==> src/rtl/dmem_pkg.sv <==
// Shared encodings and the request legality check for the data-memory port master.
package dmem_pkg;

  localparam int unsigned DMEM_BYTES_DEFAULT = 128;

  typedef enum logic [1:0] {
    OP_LOAD  = 2'b00,
    OP_STORE = 2'b01,
    OP_SWAP  = 2'b10,
    OP_RSVD  = 2'b11
  } op_e;

  typedef enum logic [2:0] {
    IDLE,
    RD,
    WR,
    SWP_WR,
    RESP
  } state_e;

  // The address is widened to 64 bits so one function serves any AW up to 64.
  function automatic logic req_bad(input logic [1:0]  op,
                                   input logic [63:0] addr,
                                   input logic [63:0] mem_bytes);
    return (op == OP_RSVD) || (addr[1:0] != 2'b00) || (addr > (mem_bytes - 64'd4));
  endfunction

endpackage

==> src/rtl/dmem_port_master.sv <==
// Initiator for one Data_Memory port: load/store/atomic-swap requests in,
// memory port sequencing, read data and status out over valid/ready.
//
// state  | meaning
// IDLE   | ready for a request
// RD     | memory read, data sampled at the closing edge
// WR     | store write
// SWP_WR | second half of a swap, immediately after its read
// RESP   | response held until the consumer takes it
module dmem_port_master
  import dmem_pkg::*;
#(
  parameter int unsigned MEM_BYTES = DMEM_BYTES_DEFAULT,
  parameter int unsigned AW        = 32,
  parameter int unsigned DW        = 32
) (
  input  logic          clk_i,
  input  logic          rst_i,
  input  logic          req_valid_i,
  output logic          req_ready_o,
  input  logic [1:0]    req_op_i,
  input  logic [AW-1:0] req_addr_i,
  input  logic [DW-1:0] req_wdata_i,
  output logic          rsp_valid_o,
  input  logic          rsp_ready_i,
  output logic [DW-1:0] rsp_rdata_o,
  output logic          rsp_err_o,
  output logic [AW-1:0] mem_addr_o,
  output logic [DW-1:0] mem_data_o,
  output logic          mem_read_o,
  output logic          mem_write_o,
  input  logic [DW-1:0] mem_data_i
);

  state_e        state_q, state_d;
  logic          swap_q;
  logic [AW-1:0] addr_q;
  logic [DW-1:0] wdata_q;
  logic [DW-1:0] rdata_q;
  logic          err_q;
  logic          accept;
  logic          bad;

  assign accept = req_valid_i && (state_q == IDLE);
  assign bad    = req_bad(req_op_i, 64'(req_addr_i), 64'(MEM_BYTES));

  always_comb begin
    state_d = state_q;
    case (state_q)
      IDLE: begin
        if (req_valid_i) begin
          if (bad) begin
            state_d = RESP;
          end else begin
            case (op_e'(req_op_i))
              OP_LOAD:  state_d = RD;
              OP_STORE: state_d = WR;
              OP_SWAP:  state_d = RD;
              default:  state_d = RESP;
            endcase
          end
        end
      end
      RD:      state_d = swap_q ? SWP_WR : RESP;
      WR:      state_d = RESP;
      SWP_WR:  state_d = RESP;
      RESP:    if (rsp_ready_i) state_d = IDLE;
      default: state_d = IDLE;
    endcase
  end

  always_ff @(posedge clk_i or negedge rst_i) begin
    if (!rst_i) begin
      state_q <= IDLE;
      swap_q  <= 1'b0;
      addr_q  <= '0;
      wdata_q <= '0;
      rdata_q <= '0;
      err_q   <= 1'b0;
    end else begin
      state_q <= state_d;
      if (accept) begin
        swap_q  <= (req_op_i == OP_SWAP);
        rdata_q <= '0;
        err_q   <= bad;
        // Port address/data only move for real accesses so they hold across errors.
        if (!bad) begin
          addr_q <= req_addr_i;
          if (req_op_i != OP_LOAD) wdata_q <= req_wdata_i;
        end
      end
      if (state_q == RD) rdata_q <= mem_data_i;
    end
  end

  // Strobes decode straight from the state flop, so reset drops them asynchronously.
  assign req_ready_o = (state_q == IDLE);
  assign rsp_valid_o = (state_q == RESP);
  assign rsp_rdata_o = rdata_q;
  assign rsp_err_o   = err_q;
  assign mem_read_o  = (state_q == RD);
  assign mem_write_o = (state_q == WR) || (state_q == SWP_WR);
  assign mem_addr_o  = addr_q;
  assign mem_data_o  = wdata_q;

endmodule
==> config.mk <==
export PLATFORM = sky130hd
export DESIGN_NAME = dmem_port_master
export DESIGN_NICKNAME = d
export VERILOG_FILES = /design/src/rtl/dmem_pkg.sv /design/src/rtl/dmem_port_master.sv
export SDC_FILE = /design/constraint.sdc
export NUM_CORES = 1
export LEC_CHECK = 0
export BUFFER_PORTS_ARGS = -buffer_cell sky130_fd_sc_hd__buf_2
export CORE_ASPECT_RATIO = 0.7
export CORE_MARGIN = 1.5
export CORE_UTILIZATION = 43
export CTS_CLUSTER_DIAMETER = 40
export DETAILED_ROUTE_END_ITERATION = 6
export GPL_TIMING_DRIVEN = 1
export MAX_ROUTING_LAYER = met4
export PLACE_DENSITY_LB_ADDON = 0.2
export SYNTH_ARGS = -nofsm -noshare
export SYNTH_HDL_FRONTEND = slang
export SYNTH_SLANG_ARGS = --single-unit
==> constraint.sdc <==
create_clock -name clk_i -period 3.7 [get_ports clk_i]
set_input_delay 0.185 -clock clk_i [delete_from_list [all_inputs] [get_ports clk_i]]
set_output_delay 0.185 -clock clk_i [all_outputs]
set_load 0.02 [all_outputs]
==> results.tsv <==
stage	metric	value	unit
floorplanning	rows	28	
cells_and_area	num_antenna_cells	0	
grt	grt_pass1_vias	2797	
detailed_routing	wl_per_cell	13.8	um
timing	clock_skew	0.00318	ns
setup_path	critPathMaxFanout	37	
yosys	synth_most_common_cell	dfrtp_1	
floorplanning	start_util	0.449	
timing	hold_violations	0	
detailed_routing	drt_iter0_markers	105	
yosys	synthArstFlopShare	1.00	
floorplanning	dieArea	9510	sq um
yosys	syn_area	3840	sq um
timing	fin_crit	2.53	ns
floorplanning	die_width	116	um
grt	antenna_found_initial	0	
timing	whs	0.0521	ns
yosys	yosysWarnings	0	
detailed_routing	viasPerCell	4.65	
placement	placed_cells	624	
setup_path	reg2reg_depth	5	
detailed_routing	antenna_left	0	
yosys	synth_common_cells	101 x dfrtp_1, 66 x nand2_1, 33 x o21ai_0	
flow_run	maxCapViolCount	0	
cells_and_area	drive_gt1_frac	0.447	
hold_path	hold_path_depth	3	
timing	maxClockFrequency	0.395	GHz
clock_tree	cts.clk_slew.worst_paths	0.06	ns
setup_path	rrSetupSlack	1.17	ns
hold_path	hold_class	in -> reg	
timing	final_max_slew_viol_count	0	
status	outcome	finished, final reports clean	
setup_path	startpoint	state_q[2]$_DFFE_PN0P_	
detailed_routing	drtPass1Iterations	4	
placement	port_buffers	202	
cells_and_area	stdcell_count	641	
yosys	yosysSeqAreaShare	0.658	
setup_path	critical_path_class	reg -> reg	
setup_path	end_kind	flop	
clock_tree	postCtsSetupRepairBufs	0	
clock_tree	clk_latency	0.33	ns
clock_tree	cts_max_level	3	
yosys	ys_types	25	
detailed_routing	wl	8820	um
clock_tree	cts-root-buf	clkbuf_16	
pwr	cellLeakagePower	3.03	nW
yosys	syn-mean-instance-area	12.2	sq um
clock_tree	tritoncts	built	
cells_and_area	layout.nets	618	
yosys	synth_area_leaders	dfrtp_1 66%, mux2_1 8.8%, nand2_1 6.5%, nor2b_1 4.6%, o21ai_0 4.3%	
clock_tree	cts_resized	0	
pwr	peakVddDrop	0.230	mV
yosys	synth_edf_count	0	
clock_tree	clockBufferDepth	2	
yosys	synthFlopType	dfrtp_1	
grt	grt_usage	0.189	
timing	fin_crit_sh	0.685	
setup_path	required	3.92	ns
yosys	syn-num-nets	416	
floorplanning	dieHeight	82.1	um
timing	rsz0062_at_grt	no	
setup_path	cp-start-kind	flop	
pwr	power_density	405	nW/um^2
yosys	synth_top_area_cell	dfrtp_1	
timing	tns	0	ns
setup_path	arrival	2.75	ns
placement	dp_hpwl	6470	um
timing	max_slew_margin	0.418	
placement	routabilityCongestion	0.716	
detailed_routing	drc_errors	0	
detailed_routing	num_vias	2983	
yosys	synthDominantCellAreaShare	0.658	
grt	globalRouteOverflowTotal	0	
timing	tightest_slew	0.874	ns
cells_and_area	postLayoutCoreUtil	0.616	
clock_tree	clkSinkCount	101	
timing	setup_viol	0	
yosys	synthCells	314	
cells_and_area	syn_to_final_growth	37.3	%
grt	grt_pass1_wl	13300	um
hold_path	worstHoldEndpoint	rsp_rdata_o[23]$_DFFE_PN0P_	
hold_path	worstHoldStart	mem_data_i[23]	
setup_path	timing.rr.start	state_q[2]$_DFFE_PN0P_	
grt	grt_max_degree	72	
setup_path	worst_r2r_endpoint	mem_data_o[0]$_DFFE_PN0P_	
yosys	yosys_register_bits	101	
floorplanning	io_pins	203	
floorplanning	coreArea	8550	sq um
clock_tree	numCtsBuffers	9	
-- metrics by stage --
| stage | power, W | area, sq um | setup slack [ns] |
|---|---|---|---|
| after global placement | 0.00125 | 4960 | 1.17 |
| after CTS | 0.00217 | 5270 | 1.12 |
| final | 0.00213 | 5270 | 1.17 |
| after global routing | 0.00222 | 5270 | 0.970 |
| after detailed placement | 0.00125 | 4960 | 1.13 |
| after floorplan | 0.00116 | 3840 | 1.62 |
-- sequential cells by signal (all words and copies together) (netlist names) --
| register | cells |
|---|---|
| state_q | 3 |
| mem_addr_o | 32 |
| mem_data_o | 32 |
| rsp_rdata_o | 32 |
| swap_q | 1 |
| rsp_err_o | 1 |
-- critical path, cell delays in order (launching register included) --
cell	delay, ns
dfrtp_1	0.46
nor3_4	0.29
nand2_2	0.47
nor4_4	0.40
buf_4	0.40
mux2_2	0.38
-- cells in the final DEF (no fill, tap or decap) --
master,instances
buf_2,201
nor2_1,4
nor3b_2,1
o21ai_0,33
clkbuf_8,4
inv_1,2
dfrtp_1,101
nand3b_1,1
clkbuf_1,1
o221ai_1,1
a21oi_1,2
mux2_2,7
buf_4,5
nor4_1,7
nand2_2,1
nor2b_1,28
nor3b_1,1
nand4_1,2
and2_1,1
nand2b_1,2
o21a_1,2
nor3_1,3
clkinvlp_4,2
mux2_1,30
nand2_1,66
nor4_4,1
nor3_4,2
clkbuf_16,9
dlygate4sd3_1,1
-- what timing repair did --
action	CTS	global route
hold buffers	1	0
endpoints found under the hold margin	6	0
endpoints found under the setup margin	0	0
-- power by group --
part,internal (W),leakage [nW],total [W],switching [W]
Combinational,0.0000496,1.49,0.000114,0.0000643
Clock,0.000530,0.141,0.000908,0.000378
Sequential,0.00111,1.40,0.00111,0.00000479
-- cell type report --
type	instances	area, sq um
fill	743	3280
sequential	101	2530
multi-input combinational	195	1230
timing repair buffer	207	1050
clock buffer	14	284
tap	120	150
clock inverter	2	15.0
inverter	2	7.51
-- worst max-delay path by stage --
| stage | endpoint |
|---|---|
| 6_report | mem_data_o[0]$_DFFE_PN0P_ |
| 2_1_floorplan | mem_data_o[10]$_DFFE_PN0P_ |
| 4_1_cts | mem_data_o[1]$_DFFE_PN0P_ |
| 3_5_place_dp | mem_data_o[1]$_DFFE_PN0P_ |
| 5_1_grt | mem_data_o[4]$_DFFE_PN0P_ |
| 3_3_place_gp | mem_data_o[0]$_DFFE_PN0P_ |
-- kinds of logic after synthesis --
family / count (synthesis) / synth area share
flops: 101 / 0.658
buf+inv: 18 / 0.0238
simple gates: 120 / 0.157
mux: 37 / 0.109
compound gates: 38 / 0.0518
-- metal layers --
| layer | GRT usage | part of all wire | vias up |
|---|---|---|---|
| li1 | - | - | 1445 |
| met1 | 0.237 | 0.44 | 1412 |
| met2 | 0.292 | 0.47 | 115 |
| met3 | 0.0598 | 0.076 | 11 |
| met4 | 0.0634 | 0.012 | 0 |
| met5 | - | 0 | - |
(Power assumes the default switching activity.)
